`src/rtl/lights_ctrl.sv`:
```
// Push-button / auto-cycle front end for the LED lights block: synchronises and
// debounces a raw button, arbitrates manual vs automatic stepping, mirrors the colour.
module lights_ctrl #(
  parameter int unsigned DB_CYCLES = 4
) (
  input  logic       clk,
  input  logic       rst,
  input  logic       btn_in,
  input  logic       auto_en,
  input  logic [7:0] period,
  output logic       button,
  output logic [1:0] mode,
  output logic [7:0] step_cnt,
  output logic [2:0] colour_est
);

  typedef enum logic [1:0] {
    ST_IDLE   = 2'b00,
    ST_MANUAL = 2'b01,
    ST_AUTO   = 2'b10
  } state_t;

  localparam logic [3:0] DB_LAST = 4'(DB_CYCLES - 1);

  logic       r_s1;
  logic       r_s2;
  logic       r_btn_db;
  logic [3:0] r_db_cnt;
  state_t     r_state;
  logic       r_button;
  logic [7:0] r_pcnt;
  logic [7:0] r_step_cnt;
  logic [2:0] r_colour;
  state_t     w_next;

  // The debounced button always wins; MANUAL can only fall back to IDLE.
  function automatic state_t next_state(input state_t cur, input logic btn, input logic aen);
    state_t nxt;
    case (cur)
      ST_IDLE:   nxt = btn ? ST_MANUAL : (aen ? ST_AUTO : ST_IDLE);
      ST_MANUAL: nxt = btn ? ST_MANUAL : ST_IDLE;
      ST_AUTO:   nxt = btn ? ST_MANUAL : (aen ? ST_AUTO : ST_IDLE);
      default:   nxt = ST_IDLE;
    endcase
    return nxt;
  endfunction

  function automatic logic [2:0] colour_step(input logic [2:0] c);
    return (c == 3'b111) ? 3'b001 : c + 3'd1;
  endfunction

  assign w_next = next_state(r_state, r_btn_db, auto_en);

  // Two-flop synchroniser followed by a stable-for-DB_CYCLES debouncer.
  always_ff @(posedge clk or negedge rst) begin
    if (!rst) begin
      r_s1     <= 1'b0;
      r_s2     <= 1'b0;
      r_btn_db <= 1'b0;
      r_db_cnt <= 4'd0;
    end else begin
      r_s1 <= btn_in;
      r_s2 <= r_s1;
      if (r_s2 == r_btn_db) begin
        r_db_cnt <= 4'd0;
      end else if (r_db_cnt == DB_LAST) begin
        r_btn_db <= ~r_btn_db;
        r_db_cnt <= 4'd0;
      end else begin
        r_db_cnt <= r_db_cnt + 4'd1;
      end
    end
  end

  // Mode FSM with registered step request; pcnt only runs while staying in AUTO.
  always_ff @(posedge clk or negedge rst) begin
    if (!rst) begin
      r_state  <= ST_IDLE;
      r_button <= 1'b0;
      r_pcnt   <= 8'd0;
    end else begin
      r_state <= w_next;
      case (w_next)
        ST_MANUAL: begin
          r_button <= 1'b1;
          r_pcnt   <= 8'd0;
        end
        ST_AUTO: begin
          if (r_state != ST_AUTO) begin
            r_button <= 1'b0;
            r_pcnt   <= 8'd0;
          end else if (r_pcnt == period) begin
            r_button <= 1'b1;
            r_pcnt   <= 8'd0;
          end else begin
            r_button <= 1'b0;
            r_pcnt   <= r_pcnt + 8'd1;
          end
        end
        default: begin
          r_button <= 1'b0;
          r_pcnt   <= 8'd0;
        end
      endcase
    end
  end

  // Step counter and colour mirror advance once per cycle the request is high.
  always_ff @(posedge clk or negedge rst) begin
    if (!rst) begin
      r_step_cnt <= 8'd0;
      r_colour   <= 3'b001;
    end else if (r_button) begin
      r_step_cnt <= r_step_cnt + 8'd1;
      r_colour   <= colour_step(r_colour);
    end else begin
      r_step_cnt <= r_step_cnt;
      r_colour   <= r_colour;
    end
  end

  assign button     = r_button;
  assign mode       = r_state;
  assign step_cnt   = r_step_cnt;
  assign colour_est = r_colour;

endmodule

```
`config.mk`:
```
export PLATFORM = sky130hd
export DESIGN_NAME = lights_ctrl
export DESIGN_NICKNAME = d
export VERILOG_FILES = /design/src/rtl/lights_ctrl.sv
export SDC_FILE = /design/constraint.sdc
export NUM_CORES = 1
export LEC_CHECK = 0
export ABC_CLOCK_PERIOD_IN_PS = 3000
export BUFFER_PORTS_ARGS = -buffer_cell sky130_fd_sc_hd__buf_4
export CORE_MARGIN = 2
export CORE_UTILIZATION = 45
export DETAILED_ROUTE_END_ITERATION = 10
export GPL_TIMING_DRIVEN = 0
export MAX_ROUTING_LAYER = met4
export PLACE_DENSITY_LB_ADDON = 0.3
export SLEW_MARGIN = 30
export SYNTH_ARGS = -nofsm -noshare
export SYNTH_HDL_FRONTEND = slang
export SYNTH_SLANG_ARGS = --single-unit
```
`constraint.sdc`:
```
create_clock -name clk -period 3 [get_ports clk]
set_input_delay 0.6 -clock clk [delete_from_list [all_inputs] [get_ports clk]]
set_output_delay 0.6 -clock clk [all_outputs]
set_load 0.02 [all_outputs]
```
==> impl_metrics.csv <==
group,metric,value,unit
setup_path,cp_max_fo,9,
yosys,synth_fp_nets,137,
hold_path,hp-class,"primary input to asynchronous set/reset pin",
sta,finalMaxSlewViolations,0,
sta,period_needed,1.73,ns
layout,area_delta_synth_final,20.6,%
status,run_status,"finished clean",
yosys,synth_flop_cell,"dfrtp_1",
setup_path,worstReg2RegStart,"r_pcnt[3]$_DFF_PN0_",
yosys,yosysSeqAreaShare,53.3,%
sta,slew_headroom,42.8,%
power_and_ir_drop,p_per_area,754,nW/um2
drt,wl_per_cell,13.0,um
cts,cts_buffers,5,
grt,track_usage,17.0,%
grt,grt_pass1_vias,989,
power_and_ir_drop,ir_drop,0.330,mV
placement,port_buffers,25,
cts,cts_sinks,29,
power_and_ir_drop,switchingPower,0.438,mW
cts,clkTransAtPathRegs,0.08,ns
floorplanning,core_region_area,2830,um2
cts,cts_setup_buffers,0,
setup_path,crit_path_end_kind,"register",
power_and_ir_drop,switching_share,35.3,%
cts,cts_tree,"yes",
yosys,synth-edff-count,0,
sta,finalCritPeriodShare,57.8,%
layout,antenna_cells,0,
grt,grt_antenna_before_repair,0,
yosys,ys.warnings.count,0,
grt,grt-ovfl-total,0,
floorplanning,rows,19,
power_and_ir_drop,total_power,1.24,mW
power_and_ir_drop,p_leak,0.775,nW
setup_path,setup.worst_path.start,"r_pcnt[3]$_DFF_PN0_",
sta,tightest_slew,0.851,ns
yosys,syn_area,1360,um2
power_and_ir_drop,combPwrFrac,35.7,%
yosys,synth_seq_cells,29,
sta,hold_slack,0.180,ns
layout,nNetsFinal,169,
layout,layout_commonest_cell,"dfrtp_1",
sta,setup-tns-final,0,ns
cts,insertion_delay,0.32,ns
drt,num_vias,971,
cts,htreeDepth,2,
yosys,synth_cell_types,27,
cts,root_buffer,"clkbuf_4",
placement,gp_congestion,0.790,
sta,rsz0062_at_grt,"no",
sta,finalSetupViolations,0,
floorplanning,initial_core_util,48.2,%
cts,clk_path_buf_depth,2,
power_and_ir_drop,seqPwrFrac,45.7,%
flow_run,maxCapViolCount,0,
sta,timing.final.hold_violations,0,
layout,drive_gt1_share,27.3,%
setup_path,start_kind,"register",
floorplanning,die_h,59.1,um
yosys,syn_inst,118,
power_and_ir_drop,p_clk_share,18.6,%
drt,wirelength,2350,um
grt,grt_first_pass_wirelength,4220,um
cts,ctsHoldBuffers,0,
power_and_ir_drop,p_int,0.804,mW
setup_path,worstRegToRegCells,3,
sta,fmax,0.577,GHz
drt,ant_nets,0,
placement,hpwl,1770,um
drt,drt_first_pass_iters,4,
layout,layout_common_cells,"dfrtp_1, buf_4, xor2_1",
drt,drc_errors,0,
sta,clock_skew,0.00508,ns
setup_path,criticalPathCategory,"register to register",
setup_path,crit_required,3.15,ns
yosys,synth.avg_cell_area,11.6,um2
drt,first_iter_violations,38,
drt,vias_per_cell,5.36,
floorplanning,io_pins,26,
yosys,synthArstFlopShare,100,%
layout,fillers,253,
floorplanning,dieWidth,59.1,um
cts,post_cts_resized,0,
setup_path,arrival,1.89,ns
grt,grt_start_max_net_pins,30,
floorplanning,dieArea,3490,um2
## power by group through the flow
stage	Combinational, mW	Sequential [mW]	Clock (mW)
CTS	0.448	0.569	0.243
floorplan	0.200	0.642	0
global placement	0.423	0.571	0
finish	0.443	0.567	0.231
global route	0.491	0.582	0.257
detailed placement	0.448	0.577	0
## logic make-up (layout without fill, tap and decap cells)
| logic type | count (synthesis) | count (layout) | share of synthesized area (%) |
|---|---|---|---|
| AO/OA/AOI/OAI | 13 | 13 | 6.88 |
| XOR/XNOR | 20 | 20 | 12.8 |
| adder cells (fa/ha/maj) | 7 | 7 | 6.42 |
| buffers and inverters | 7 | 39 | 2.11 |
| flip-flops | 29 | 29 | 53.3 |
| multiplexers | 4 | 4 | 3.30 |
| AND/OR/NAND/NOR | 38 | 38 | 15.1 |
## Yosys cell counts (2+ instances only)
| cell type | instances | area (um2) |
|---|---|---|
| xor2_1 | 15 | 131 |
| nor2_1 | 8 | 30.0 |
| a221oi_1 | 3 | 26.3 |
| a211oi_1 | 5 | 37.5 |
| or3_1 | 2 | 12.5 |
| ha_1 | 7 | 87.6 |
| nor4_2 | 2 | 25.0 |
| nand4_1 | 3 | 18.8 |
| inv_1 | 5 | 18.8 |
| xnor2_1 | 5 | 43.8 |
| nand3b_1 | 2 | 15.0 |
| nand3_1 | 7 | 35.0 |
| nor3_1 | 2 | 10.0 |
| o21ai_0 | 3 | 15.0 |
| nand2_1 | 7 | 26.3 |
| mux2_2 | 4 | 45.0 |
| dfrtp_1 | 28 | 701 |
## metrics by stage
stage               instance area (um2)  util (%)  worst slack (ns)  instances
floorplan                          1360         -              1.36        118
global placement                   1590      56.2              1.00        174
detailed placement                 1590      56.2             0.981        174
CTS                                1650      58.2              1.27        181
global route                       1650      58.2              1.14        181
finish                             1650      58.2              1.27        181
## cell type report
cell class,instances,area [um2],area share [%]
inverters,5,18.8,1.14
repair buffers,25,188,11.4
plain buffers,2,10.0,0.608
well taps,31,38.8,2.36
flip-flops and latches,29,727,44.2
multi-input cells,82,608,37.0
clock buffers,7,55.1,3.35
## registers in the layout, summed over array words and instances, names as in the netlist, 2 cells and up
name and flops:
mode 2, step_cnt 8, r_pcnt 8, colour_est 3
r_db_cnt 4
## final timing paths
check                                       endpoint  slack (ns)
setup / recovery                 r_pcnt[5]$_DFF_PN0_        1.27
hold / removal               step_cnt[7]$_DFFE_PN0P_        0.18
setup reg to reg                 r_pcnt[5]$_DFF_PN0_        1.27
hold reg to reg                       r_s2$_DFF_PN0_        0.35
max in group asynchronous  colour_est[0]$_DFFE_PN1P_        2.51
min in group clk                      r_s2$_DFF_PN0_        0.35
## critical path: stages (launching register included)
cell and delay, ns:
dfrtp_1 0.45, xor2_1 0.18, nor4_2 0.72, a221oi_1 0.21
## metal layers
metal	vias to the layer above	track usage (%)	part of all wire [%]	wire [um]
met4	0	6.82	1.8	42
met3	4	5.90	5.4	128
met2	28	27.5	49	1160
met1	466	19.3	43	1020
li1	473	-	-	-
met5	-	-	0	0
Power figures use the tool's default switching activity.
